--- src/rtl/ex_mem_pkg.sv ---
// Shared types and constants for the EX/MEM pipeline register.
package ex_mem_pkg;

   localparam int unsigned DATA_W   = 16;
   localparam int unsigned RD_IDX_W = 5;
   localparam int unsigned FLAG_W   = 5;
   localparam int unsigned COND_W   = 3;

   localparam int unsigned FLG_S  = 0;
   localparam int unsigned FLG_ZR = 1;
   localparam int unsigned FLG_CY = 2;
   localparam int unsigned FLG_P  = 3;
   localparam int unsigned FLG_V  = 4;

   typedef enum logic [COND_W-1:0] {
      COND_NEVER = 3'd0,
      COND_ALWAYS = 3'd1,
      COND_EQ    = 3'd2,
      COND_NE    = 3'd3,
      COND_NEG   = 3'd4,
      COND_CS    = 3'd5,
      COND_VS    = 3'd6,
      COND_PE    = 3'd7
   } cond_e;

   typedef struct packed {
      logic [DATA_W-1:0]   z;
      logic [RD_IDX_W-1:0] rd;
      logic                wr_en;
      logic                br_taken;
   } entry_t;

   // Branch resolution against a flag vector.
   function automatic logic cond_met(input cond_e c, input logic [FLAG_W-1:0] f);
      logic r;
      r = 1'b0;
      unique case (c)
         COND_NEVER:  r = 1'b0;
         COND_ALWAYS: r = 1'b1;
         COND_EQ:     r = f[FLG_ZR];
         COND_NE:     r = !f[FLG_ZR];
         COND_NEG:    r = f[FLG_S];
         COND_CS:     r = f[FLG_CY];
         COND_VS:     r = f[FLG_V];
         COND_PE:     r = f[FLG_P];
         default:     r = 1'b0;
      endcase
      return r;
   endfunction

endpackage

--- src/rtl/ex_mem_if.sv ---
// EX-to-MEM handshake bundle; the stage takes the slave modport.
interface ex_mem_if #(
   parameter int unsigned WIDTH = 16,
   parameter int unsigned RD_W  = 5
);
   logic             flush;
   logic             in_valid;
   logic             in_ready;
   logic [WIDTH-1:0] in_z;
   logic [4:0]       in_flags;
   logic             in_set_flags;
   logic [2:0]       in_br_cond;
   logic [RD_W-1:0]  in_rd;
   logic             in_wr_en;
   logic             out_valid;
   logic             out_ready;
   logic [WIDTH-1:0] out_z;
   logic [RD_W-1:0]  out_rd;
   logic             out_wr_en;
   logic             out_br_taken;
   logic [4:0]       flags_q;

   modport master (
      output flush, in_valid, in_z, in_flags, in_set_flags, in_br_cond, in_rd, in_wr_en,
             out_ready,
      input  in_ready, out_valid, out_z, out_rd, out_wr_en, out_br_taken, flags_q
   );

   modport slave (
      input  flush, in_valid, in_z, in_flags, in_set_flags, in_br_cond, in_rd, in_wr_en,
             out_ready,
      output in_ready, out_valid, out_z, out_rd, out_wr_en, out_br_taken, flags_q
   );
endinterface

--- src/rtl/ex_mem_stage_skid_fifo2.sv ---
// Generic 2-entry valid/ready FIFO with flush; head is always held in head_q.
module skid_fifo2 #(
   parameter int unsigned W = 8
) (
   input  logic         clk,
   input  logic         rst,
   input  logic         flush,
   input  logic         in_valid,
   output logic         in_ready,
   input  logic [W-1:0] in_data,
   output logic         out_valid,
   input  logic         out_ready,
   output logic [W-1:0] out_data
);
   logic [1:0]   count_q, count_d;
   logic [W-1:0] head_q, head_d, tail_q, tail_d;
   logic         push_c, pop_c;

   assign in_ready  = !rst && (count_q != 2'd2);
   assign out_valid = (count_q != 2'd0);
   assign out_data  = head_q;
   assign push_c    = in_valid && in_ready && !flush;
   assign pop_c     = out_valid && out_ready;

   always_comb begin
      count_d = count_q;
      head_d  = head_q;
      tail_d  = tail_q;
      if (flush) begin
         count_d = 2'd0;
      end else begin
         unique case ({push_c, pop_c})
            2'b10: begin
               if (count_q == 2'd0) head_d = in_data;
               else                 tail_d = in_data;
               count_d = count_q + 2'd1;
            end
            2'b01: begin
               head_d  = tail_q;
               count_d = count_q - 2'd1;
            end
            // Simultaneous push/pop: count holds, order preserved.
            2'b11: begin
               if (count_q == 2'd1) begin
                  head_d = in_data;
               end else begin
                  head_d = tail_q;
                  tail_d = in_data;
               end
            end
            default: ;
         endcase
      end
   end

   always_ff @(posedge clk) begin
      if (rst) begin
         count_q <= 2'd0;
         head_q  <= '0;
         tail_q  <= '0;
      end else begin
         count_q <= count_d;
         head_q  <= head_d;
         tail_q  <= tail_d;
      end
   end
endmodule

--- src/rtl/ex_mem_stage.sv ---
// EX/MEM pipeline register: flag register, branch resolution at accept,
// and a 2-entry skid buffer so MEM stalls never drop an ALU result.
module ex_mem_stage
   import ex_mem_pkg::*;
#(
   parameter int unsigned WIDTH = DATA_W,
   parameter int unsigned RD_W  = RD_IDX_W
) (
   input logic   clk,
   input logic   rst,
   ex_mem_if.slave bus
);
   localparam int unsigned ENTRY_W = $bits(entry_t);

   logic [FLAG_W-1:0]  flags_reg;
   logic [FLAG_W-1:0]  flags_eff_c;
   logic               accept_c;
   logic               fifo_in_ready;
   entry_t             in_entry_c;
   entry_t             head;
   logic [ENTRY_W-1:0] head_bits;

   assign accept_c    = bus.in_valid && fifo_in_ready && !bus.flush;
   assign flags_eff_c = bus.in_set_flags ? bus.in_flags : flags_reg;

   always_comb begin
      in_entry_c          = '0;
      in_entry_c.z        = DATA_W'(bus.in_z);
      in_entry_c.rd       = RD_IDX_W'(bus.in_rd);
      in_entry_c.wr_en    = bus.in_wr_en;
      in_entry_c.br_taken = cond_met(cond_e'(bus.in_br_cond), flags_eff_c);
   end

   skid_fifo2 #(.W(ENTRY_W)) u_fifo (
      .clk       (clk),
      .rst       (rst),
      .flush     (bus.flush),
      .in_valid  (bus.in_valid),
      .in_ready  (fifo_in_ready),
      .in_data   (ENTRY_W'(in_entry_c)),
      .out_valid (bus.out_valid),
      .out_ready (bus.out_ready),
      .out_data  (head_bits)
   );

   assign head             = entry_t'(head_bits);
   assign bus.in_ready     = fifo_in_ready;
   assign bus.out_z        = WIDTH'(head.z);
   assign bus.out_rd       = RD_W'(head.rd);
   assign bus.out_wr_en    = head.wr_en;
   assign bus.out_br_taken = head.br_taken;
   assign bus.flags_q      = flags_reg;

   // Flags commit in program order at acceptance; flush never rolls them back.
   always_ff @(posedge clk) begin
      if (rst) begin
         flags_reg <= '0;
      end else if (accept_c && bus.in_set_flags) begin
         flags_reg <= bus.in_flags;
      end
   end
endmodule

--- src/flat_wrapper.sv ---
// flat-port wrapper written by rule: the top's interface ports become plain ports
module ex_mem_stage_flat import ex_mem_pkg::*;
#(
   parameter int unsigned WIDTH = DATA_W,
   parameter int unsigned RD_W  = RD_IDX_W
)
  (clk, rst, bus_flush, bus_in_valid, bus_in_z, bus_in_flags, bus_in_set_flags, bus_in_br_cond, bus_in_rd, bus_in_wr_en, bus_out_ready, bus_in_ready, bus_out_valid, bus_out_z, bus_out_rd, bus_out_wr_en, bus_out_br_taken, bus_flags_q);
  ex_mem_if #(.WIDTH(WIDTH), .RD_W(RD_W)) bus_i ();
  input logic clk;
  input logic rst;
  input wire logic [$bits(bus_i.flush)-1:0] bus_flush;
  input wire logic [$bits(bus_i.in_valid)-1:0] bus_in_valid;
  input wire logic [$bits(bus_i.in_z)-1:0] bus_in_z;
  input wire logic [$bits(bus_i.in_flags)-1:0] bus_in_flags;
  input wire logic [$bits(bus_i.in_set_flags)-1:0] bus_in_set_flags;
  input wire logic [$bits(bus_i.in_br_cond)-1:0] bus_in_br_cond;
  input wire logic [$bits(bus_i.in_rd)-1:0] bus_in_rd;
  input wire logic [$bits(bus_i.in_wr_en)-1:0] bus_in_wr_en;
  input wire logic [$bits(bus_i.out_ready)-1:0] bus_out_ready;
  output wire logic [$bits(bus_i.in_ready)-1:0] bus_in_ready;
  output wire logic [$bits(bus_i.out_valid)-1:0] bus_out_valid;
  output wire logic [$bits(bus_i.out_z)-1:0] bus_out_z;
  output wire logic [$bits(bus_i.out_rd)-1:0] bus_out_rd;
  output wire logic [$bits(bus_i.out_wr_en)-1:0] bus_out_wr_en;
  output wire logic [$bits(bus_i.out_br_taken)-1:0] bus_out_br_taken;
  output wire logic [$bits(bus_i.flags_q)-1:0] bus_flags_q;
  assign bus_i.flush = bus_flush;
  assign bus_i.in_valid = bus_in_valid;
  assign bus_i.in_z = bus_in_z;
  assign bus_i.in_flags = bus_in_flags;
  assign bus_i.in_set_flags = bus_in_set_flags;
  assign bus_i.in_br_cond = bus_in_br_cond;
  assign bus_i.in_rd = bus_in_rd;
  assign bus_i.in_wr_en = bus_in_wr_en;
  assign bus_i.out_ready = bus_out_ready;
  assign bus_in_ready = bus_i.in_ready;
  assign bus_out_valid = bus_i.out_valid;
  assign bus_out_z = bus_i.out_z;
  assign bus_out_rd = bus_i.out_rd;
  assign bus_out_wr_en = bus_i.out_wr_en;
  assign bus_out_br_taken = bus_i.out_br_taken;
  assign bus_flags_q = bus_i.flags_q;
  ex_mem_stage #(.WIDTH(WIDTH), .RD_W(RD_W)) u_core (.clk(clk), .rst(rst), .bus(bus_i));
endmodule
--- config.mk ---
export PLATFORM = sky130hd
export DESIGN_NAME = ex_mem_stage_flat
export DESIGN_NICKNAME = d
export VERILOG_FILES = /design/src/rtl/ex_mem_pkg.sv /design/src/rtl/ex_mem_if.sv /design/src/rtl/ex_mem_stage_skid_fifo2.sv /design/src/rtl/ex_mem_stage.sv /design/src/flat_wrapper.sv
export SDC_FILE = /design/constraint.sdc
export NUM_CORES = 1
export LEC_CHECK = 0
export CORE_UTILIZATION = 50
export DETAILED_ROUTE_END_ITERATION = 7
export DONT_BUFFER_PORTS = 1
export PLACE_DENSITY = 0.66
export SETUP_SLACK_MARGIN = 0.05
export SLEW_MARGIN = 20
export SYNTH_ARGS = -nofsm -noshare
export SYNTH_HDL_FRONTEND = slang
export SYNTH_SLANG_ARGS = --single-unit
--- constraint.sdc ---
create_clock -name clk -period 5.8 [get_ports clk]
set_input_delay 1.16 -clock clk [delete_from_list [all_inputs] [get_ports clk]]
set_output_delay 1.16 -clock clk [all_outputs]
set_load 0.01 [all_outputs]
==> flow_metrics.env, run 1 <==
export IMPL_use_met1_pct=26.2
export IMPL_antennaDiodeCount=0
export IMPL_area_delta_synth_final_pct=2.37
export IMPL_routabilityCongestion=0.691
export IMPL_num_fill_cells=419
export IMPL_cts_htree_levels=2
export IMPL_peakVddDrop_v=0.000109
export IMPL_via_count=1783
export IMPL_postRouteWirelength_um=4690
export IMPL_worstPathCellList="nor4b_4 -> inv_1 -> ha_1 -> a211oi_4 -> buf_4 -> nand2b_1 -> a21oi_1 -> a41o_1"
export IMPL_r2r_start="u_core.u_fifo.count_q[0]"
export IMPL_drt_iter0_drc=102
export IMPL_r2r_end="u_core.u_fifo.out_data[0]"
export IMPL_grt_usage_pct=19.8
export IMPL_route_detailed_drc=0
export IMPL_grt_pass1_wl_um=7820
export IMPL_worst_slew_pin_slew_ps=855
export IMPL_portBuffers=0
export IMPL_cts_buffers=5
export IMPL_cts_setup_buffers=0
export IMPL_rows=24
export IMPL_hp_class="reg2reg"
export IMPL_vias_per_cell=5.71
export IMPL_hold_buffers=0
export IMPL_multi_input_area_mm2=0.00113
export IMPL_cts_max_path_buffers=2
export IMPL_antenna_found_initial=0
export IMPL_synth_cell_types=34
export IMPL_drv_slew=0
export IMPL_final_nets=302
export IMPL_critPathLaunchType="input port"
export IMPL_regArea_mm2=0.00106
export IMPL_cp_end_kind="flip-flop"
export IMPL_layout_common_cells="nand2_1 (55), dfxtp_1 (53), a21oi_1 (29)"
export IMPL_period_minus_slack_ps=3380
export IMPL_required_ps=6000
export IMPL_drtAntennaViolNets=0
export IMPL_ff2ff_setup_slack_ps=2530
export IMPL_drive_above_1_share_pct=5.38
export IMPL_max_freq_ghz=0.296
export IMPL_cts_repair_resized=0
export IMPL_dp_cells=304
export IMPL_synth_area_mm2=0.00232
export IMPL_synth_fp_nets=313
export IMPL_placed_area_mm2=0.00229
export IMPL_rsz0062_at_grt="no"
export IMPL_clkSinkCount=53
export IMPL_grt_use_met2_pct=31.1
export IMPL_routedWlPerCell_um=15.0
export IMPL_ys_seq_area_share_pct=45.7
export IMPL_grtUsageMet3_pct=6.49
export IMPL_die_area_mm2=0.00492
export IMPL_dieHeight_um=70.2
export IMPL_hold_violations=0
export IMPL_core_mm2=0.00441
export IMPL_root_buffer="clkbuf_8"
export IMPL_synth_seq_cells=53
export IMPL_synth_edff_count=0
export IMPL_grt_ovfl_total=0
export IMPL_crit_slowest_cell="a211oi_4"
export IMPL_ff2ff_path_depth=10
export IMPL_grt_max_degree=56
export IMPL_avgSynthCellArea_um2=8.61
export IMPL_clkTransAtPathRegs_ps=90
export IMPL_io_pins=66
export IMPL_instances_no_fill=312
export IMPL_status="finished clean"
export IMPL_worst_endpoint_arrival_ps=3580
export IMPL_synthArstFlopShare_pct=0
export IMPL_final_core_util_pct=53.9
export IMPL_clock_skew_ps=4.07
export IMPL_clk_latency_ps=300
export IMPL_cap_violations=0
export IMPL_busiest_layer="met2"
export IMPL_final_common_cell="nand2_1"
export IMPL_stdcell_area_mm2=0.00238
export IMPL_tns_ps=0
export IMPL_critPathMaxStageDelay_ps=730
export IMPL_crit_fanout=55
export IMPL_p_leak_nw=0.800
export IMPL_relSlewSlack_pct=42.8
export IMPL_post_route_period_util_pct=58.3
export IMPL_die_width_um=70.2
export IMPL_dp_final_hpwl_um=3050
export IMPL_synthFlopType="dfxtp_1"
export IMPL_cellPowerDensity_mw_per_mm2=270
export IMPL_setup_viol=0
export IMPL_ys_warn_count=0
export IMPL_fin_total_pwr_w=0.000643
export IMPL_cp_startpoint="rst"
export IMPL_grt_pass1_vias=1650
export IMPL_cts_tree="built"
export IMPL_dr_pass1_iters=4
export IMPL_start_util_pct=52.6
export IMPL_crit_type="in2reg"
export IMPL_crit_path_end="u_core.u_fifo.out_data[0]"
export IMPL_synthCells=270
## kinds of logic (layout without fill, tap and decap cells)
family	count (synthesis)	count (layout)	synth area share, %
xor gates and xnor gates	3	3	1.13
DFF	53	53	45.7
and+or+nand+nor	93	93	17.1
AOI/OAI and AO/OA	83	83	24.2
adders and majority gates	7	7	3.77
muxes	5	5	2.21
buffers and inverters	26	16	5.98
## per-stage QoR
stage	hold slack, ps	worst slack (ps)
4_1_cts	453	2370
3_5_place_dp	440	2040
6_report	454	2420
3_3_place_gp	435	2160
5_1_grt	465	2160
2_1_floorplan	436	2850
## final cells by class
type,count,share of cell area (%)
well taps,52,2.74
clock buffers,7,3.21
multi-input cells,191,47.6
flip-flops and latches,53,44.6
repair buffers,2,0.631
inverters,6,0.947
clock inverters,1,0.316
## worst min path at each step
stage                             start                        to  slack [ps]  cells after the start
2_1_floorplan  u_core.u_fifo.tail_q[10]  u_core.u_fifo.tail_q[10]         440                      2
3_3_place_gp   u_core.u_fifo.tail_q[14]  u_core.u_fifo.tail_q[14]         430                      2
3_5_place_dp   u_core.u_fifo.tail_q[16]  u_core.u_fifo.tail_q[16]         440                      2
4_1_cts        u_core.u_fifo.tail_q[16]  u_core.u_fifo.tail_q[16]         450                      2
5_1_grt        u_core.u_fifo.tail_q[17]  u_core.u_fifo.tail_q[17]         470                      2
6_report       u_core.u_fifo.tail_q[11]  u_core.u_fifo.tail_q[11]         450                      2
## where the power goes
group           total, W  internal (W)  switching (W)
logic          0.0000531     0.0000242      0.0000289
clock network   0.000200     0.0000857       0.000115
registers       0.000390      0.000377      0.0000125
total           0.000643      0.000487       0.000156
## critical path, delay by kind of cell
kind / cells / cell delay, ps
AO/OA/AOI/OAI: 3 / 990
adder cells (fa/ha/maj): 1 / 260
buffers and inverters: 2 / 520
AND/OR/NAND/NOR: 2 / 650
## cells in the mapped netlist, types with 4 or more instances
cell type,n,area [µm²]
inv_1,4,15.0
nor2_1,24,90.1
a21oi_1,29,145
clkbuf_1,6,22.5
mux2i_1,4,40.0
buf_2,6,30.0
nand3_1,6,30.0
nand2_1,55,206
buf_4,7,52.6
a22oi_1,22,165
dfxtp_1,53,1060
ha_1,7,87.6
a211oi_1,22,165
## state kept, by name, indices dropped and copies added, names as in the netlist
| register | count |
|---|---|
| u_core.u_fifo.out_data | 23 |
| u_core.u_fifo.tail_q | 23 |
| u_core.u_fifo.count_q | 2 |
| u_core.bus.flags_q | 5 |
## layer usage
| metal | wire [µm] | part of all wire (%) |
|---|---|---|
| met3 | 341 | 7.3 |
| met5 | 0 | 0 |
| met4 | 28 | 0.60 |
| met1 | 2110 | 45 |
| met2 | 2210 | 47 |
(Power assumes the default switching activity.)
==> run 2: changes to the inputs <==
- PLACE_DENSITY: 0.66 -> 0.69
- clock period: 5.8 -> 2.8 ns (I/O delays scaled with it)
==> run 2 against run 1 <==
Effect of this change: wire length decreased by 4.2%; first-iteration DRC count increased by 9.8%; highest routed layer unchanged; hold slack got worse by 130 ps; combinational power increased by 110%; critical path depth increased by 2; sequential share of layout area decreased by 1.1 points; critical path type is now reg2reg; via count decreased by 0.73%.
==> flow_metrics.env, run 2 (synthesis results as in run 1) <==
export IMPL_grt_max_degree=56
export IMPL_fin_total_pwr_w=0.00135
export IMPL_hp_class="in2reg"
export IMPL_routabilityCongestion=0.740
export IMPL_cp_startpoint="u_core.u_fifo.count_q[0]"
export IMPL_die_area_mm2=0.00492
export IMPL_hold_path_depth=1
export IMPL_vias_per_cell=5.62
export IMPL_cts_buffers=5
export IMPL_clkSinkCount=53
export IMPL_r2r_start="u_core.u_fifo.count_q[0]"
export IMPL_cts_setup_buffers=0
export IMPL_hold_violations=0
export IMPL_dr_pass1_iters=4
export IMPL_max_freq_ghz=0.416
export IMPL_dp_cells=308
export IMPL_tns_ps=0
export IMPL_required_ps=3000
export IMPL_die_width_um=70.2
export IMPL_ff2ff_path_depth=10
export IMPL_grt_pass1_vias=1694
export IMPL_area_delta_synth_final_pct=5.01
export IMPL_status="finished clean"
export IMPL_holdCritStartpoint="rst"
export IMPL_cts_htree_levels=2
export IMPL_period_minus_slack_ps=2400
export IMPL_start_util_pct=52.6
export IMPL_instances_no_fill=315
export IMPL_relSlewSlack_pct=68.0
export IMPL_drtAntennaViolNets=0
export IMPL_final_nets=306
export IMPL_worst_endpoint_arrival_ps=2600
export IMPL_cellPowerDensity_mw_per_mm2=553
export IMPL_cts_max_path_buffers=2
export IMPL_crit_cells=10
export IMPL_antennaDiodeCount=0
export IMPL_rsz0062_at_grt="no"
export IMPL_crit_fanout=47
export IMPL_cp_end_kind="flip-flop"
export IMPL_routedWlPerCell_um=14.3
export IMPL_io_pins=66
export IMPL_dp_final_hpwl_um=3040
export IMPL_grt_ovfl_total=0
export IMPL_root_buffer="clkbuf_8"
export IMPL_clkTransAtPathRegs_ps=90
export IMPL_cpLargestDelayFamily="compound AO/OA/AOI/OAI gates"
export IMPL_grt_pass1_wl_um=7600
export IMPL_core_mm2=0.00441
export IMPL_hold_buffers=0
export IMPL_critPathMaxStageDelay_ps=380
export IMPL_cts_tree="built"
export IMPL_antenna_found_initial=0
export IMPL_crit_slowest_cell="dfxtp_1"
export IMPL_crit_buf_inv=3
export IMPL_post_route_period_util_pct=85.8
export IMPL_peakVddDrop_v=0.000225
export IMPL_layout_common_cells="nand2_1 (55), dfxtp_1 (53), a21oi_1 (29)"
export IMPL_drive_above_1_share_pct=7.22
export IMPL_hold_end="u_core.u_fifo.tail_q[20]"
export IMPL_worstPathCellList="inv_1 -> ha_1 -> nor4b_4 -> inv_1 -> ha_1 -> a211oi_4 -> buf_12 -> nand2b_1 -> a21oi_1 -> a41o_1"
export IMPL_portBuffers=0
export IMPL_grt_usage_pct=19.1
export IMPL_cap_violations=0
export IMPL_route_detailed_drc=0
export IMPL_drt_iter0_drc=112
export IMPL_clock_skew_ps=5.72
export IMPL_crit_type="reg2reg"
export IMPL_final_common_cell="nand2_1"
export IMPL_p_leak_nw=0.833
export IMPL_cts_repair_resized=0
export IMPL_num_fill_cells=403
export IMPL_r2r_end="u_core.u_fifo.out_data[0]"
export IMPL_postRouteWirelength_um=4490
export IMPL_clk_latency_ps=300
export IMPL_ff2ff_setup_slack_ps=400
export IMPL_rows=24
export IMPL_drv_slew=0
export IMPL_critPathLaunchType="flip-flop"
export IMPL_via_count=1770
export IMPL_worst_slew_pin_slew_ps=480
export IMPL_fin_worst_hold_slack_ps=326
export IMPL_dieHeight_um=70.2
export IMPL_setup_viol=0
[run 2: changes by cell type in the layout (fill, tap and decap cells not counted), sizes merged]
cell    previous run  this run
buf                2         6
clkbuf             7         6
[run 2: how the worst max path moves through the flow]
stage	to	slack (ps)
floorplan	u_core.u_fifo.out_data[10]	450
global placement	u_core.u_fifo.out_data[0]	480
detailed placement	u_core.u_fifo.out_data[0]	380
CTS	u_core.u_fifo.out_data[0]	360
global route	u_core.u_fifo.out_data[5]	140
finish	u_core.u_fifo.out_data[0]	400
[run 2: per-stage QoR]
step                cell area [µm²]  utilization, %  setup WS, ps
global placement               2350            53.2           485
finish                         2440            55.3           396
CTS                            2440            55.3           361
floorplan                      2320               -           453
detailed placement             2350            53.2           383
global route                   2440            55.3           144
[run 2: power breakdown]
group	leakage (nW)	switching, W	total [W]	internal [W]
logic	0.360	0.0000588	0.000114	0.0000557
registers	0.430	0.0000252	0.000806	0.000781
clock network	0.0433	0.000232	0.000427	0.000196
total	0.833	0.000316	0.00135	0.00103
[run 2: cell type report]
class / count / area (µm²) / area share, %
clock buffer: 6 / 82.6 / 3.38
clock inverter: 1 / 7.51 / 0.308
inverter: 6 / 22.5 / 0.923
multi-input combinational: 191 / 1130 / 46.4
sequential: 53 / 1060 / 43.5
tap: 52 / 65.1 / 2.67
timing repair buffer: 6 / 70.1 / 2.87
[run 2: routing by layer]
layer | track usage, % | share of wire (%) | up-vias
met5 | 0 | 0 | -
met4 | 6.67 | 1.2 | 0
met1 | 21.1 | 43 | 779
met2 | 34.1 | 48 | 46
met3 | 6.49 | 7.5 | 5
li1 | - | - | 940
==> run 3: changes to the inputs <==
- CORE_ASPECT_RATIO: unset -> 1.2
==> run 3 against run 2 <==
Effect of this change: clock skew barely moved; hold slack worse by 14 ps; sequential cell count is the same.
==> flow_metrics.env, run 3 (synthesis results as in run 1) <==
export IMPL_final_core_util_pct=55.7
export IMPL_grt_pass1_wl_um=7890
export IMPL_final_nets=306
export IMPL_period_minus_slack_ps=2400
export IMPL_grt_usage_pct=20.3
export IMPL_via_count=1830
export IMPL_met1_length_um=1930
export IMPL_start_util_pct=53.3
export IMPL_clkSinkCount=53
export IMPL_instances_no_fill=320
export IMPL_cellPowerDensity_mw_per_mm2=555
export IMPL_peakVddDrop_v=0.000257
export IMPL_drive_above_1_share_pct=7.58
export IMPL_max_freq_ghz=0.416
export IMPL_drt_iter0_drc=93
export IMPL_dp_cells=312
export IMPL_clkTransAtPathRegs_ps=100
export IMPL_hp_class="in2reg"
export IMPL_relSlewSlack_pct=67.8
export IMPL_cts_buffers=5
export IMPL_die_width_um=64.2
export IMPL_cpLargestDelayFamily="compound AO/OA/AOI/OAI gates"
export IMPL_tns_ps=0
export IMPL_worstPathCellList="inv_1 -> ha_1 -> nor4b_4 -> ha_1 -> nor2b_1 -> o21a_2 -> a22oi_1 -> a211oi_1"
export IMPL_area_delta_synth_final_pct=4.52
export IMPL_cts_repair_resized=0
export IMPL_route_detailed_drc=0
export IMPL_worst_endpoint_arrival_ps=2630
export IMPL_p_leak_nw=0.828
export IMPL_top_layer="met4"
export IMPL_cts_max_path_buffers=2
export IMPL_rsz0062_at_grt="no"
export IMPL_hold_buffers=0
export IMPL_grt_max_degree=56
export IMPL_io_pins=66
export IMPL_cpMostUsedCell="ha_1"
export IMPL_core_mm2=0.00436
export IMPL_grt_pass1_vias=1738
export IMPL_status="finished clean"
export IMPL_setup_viol=0
export IMPL_postRouteWirelength_um=4810
export IMPL_post_route_period_util_pct=85.8
export IMPL_routabilityCongestion=0.819
export IMPL_final_common_cell="nand2_1"
export IMPL_antenna_found_initial=0
export IMPL_clk_latency_ps=310
export IMPL_critPathMaxStageDelay_ps=440
export IMPL_hold_violations=0
export IMPL_dieHeight_um=76.7
export IMPL_die_area_mm2=0.00492
export IMPL_critPathLaunchType="flip-flop"
export IMPL_crit_fanout=23
export IMPL_multi_input_area_mm2=0.00113
export IMPL_drtAntennaViolNets=0
export IMPL_crit_slowest_cell="o21a_2"
export IMPL_route_met2_wl_um=2410
export IMPL_portBuffers=0
export IMPL_rows=26
export IMPL_regArea_mm2=0.00106
export IMPL_wl_met3_um=392
export IMPL_dp_final_hpwl_um=3240
export IMPL_num_fill_cells=427
export IMPL_clock_skew_ps=6.08
export IMPL_cts_setup_buffers=0
export IMPL_worst_slew_pin_slew_ps=482
export IMPL_cts_tree="built"
export IMPL_grt_ovfl_total=0
export IMPL_routedWlPerCell_um=15.0
export IMPL_dr_pass1_iters=5
export IMPL_cp_end_kind="flip-flop"
export IMPL_cap_violations=0
export IMPL_antennaDiodeCount=0
export IMPL_required_ps=3030
export IMPL_vias_per_cell=5.72
export IMPL_drv_slew=0
export IMPL_root_buffer="clkbuf_8"
export IMPL_crit_type="reg2reg"
export IMPL_layout_common_cells="nand2_1 (55), dfxtp_1 (53), a21oi_1 (29)"
export IMPL_cts_htree_levels=2
export IMPL_crit_buf_inv=1
==> run 3: cell types whose count changed in the layout (fill, tap and decap cells not counted), sizes merged <==
cell,delta
clkbuf,-1
clkinv,+2
==> run 3: path summary, 6_finish.rpt <==
| kind | startpoint | to | slack (ps) | cells after the start |
|---|---|---|---|---|
| hold / removal | rst | u_core.bus.flags_q[4] | 310 | 1 |
| hold reg to reg | u_core.u_fifo.tail_q[13] | u_core.u_fifo.tail_q[13] | 450 | 2 |
| setup reg to reg | u_core.u_fifo.count_q[0] | u_core.u_fifo.out_data[15] | 400 | 8 |
| setup / recovery | u_core.u_fifo.count_q[0] | u_core.u_fifo.out_data[15] | 400 | 8 |
==> run 3: stage by stage <==
stage | power (W) | worst slack [ps] | instance area [µm²] | hold WS (ps)
after floorplan | 0.000931 | 453 | 2320 | 436
after global placement | 0.000937 | 492 | 2340 | 435
after detailed placement | 0.000941 | 399 | 2340 | 440
after CTS | 0.00136 | 366 | 2430 | 303
after global routing | 0.00140 | 194 | 2430 | 300
final | 0.00135 | 397 | 2430 | 312
==> run 3: metal layers <==
metal	GRT usage [%]	vias to the layer above
li1	-	939
met1	23.5	821
met2	34.4	59
met3	6.70	11
met4	7.78	0
met5	0	-
==> run 3: final cells by class <==
cell class	count	area share (%)
clock buffers	5	2.83
clock inverters	3	0.721
inverters	6	0.927
multi-input cells	191	46.6
flip-flops and latches	53	43.7
well taps	56	2.89
repair buffers	6	2.37
==> run 3: worst register-to-register path, stage by stage, from the launching register on <==
cell and delay [ps]:
dfxtp_1 380, inv_1 70, ha_1 240, nor4b_4 370, ha_1 260, nor2b_1 140, o21a_2 440, a22oi_1 150
a211oi_1 270
==> run 3: report_power, final <==
part,switching (W),total (W),internal [W],leakage [nW]
Sequential,0.0000256,0.000807,0.000781,0.430
Clock,0.000253,0.000426,0.000173,0.0439
Combinational,0.0000599,0.000114,0.0000543,0.354
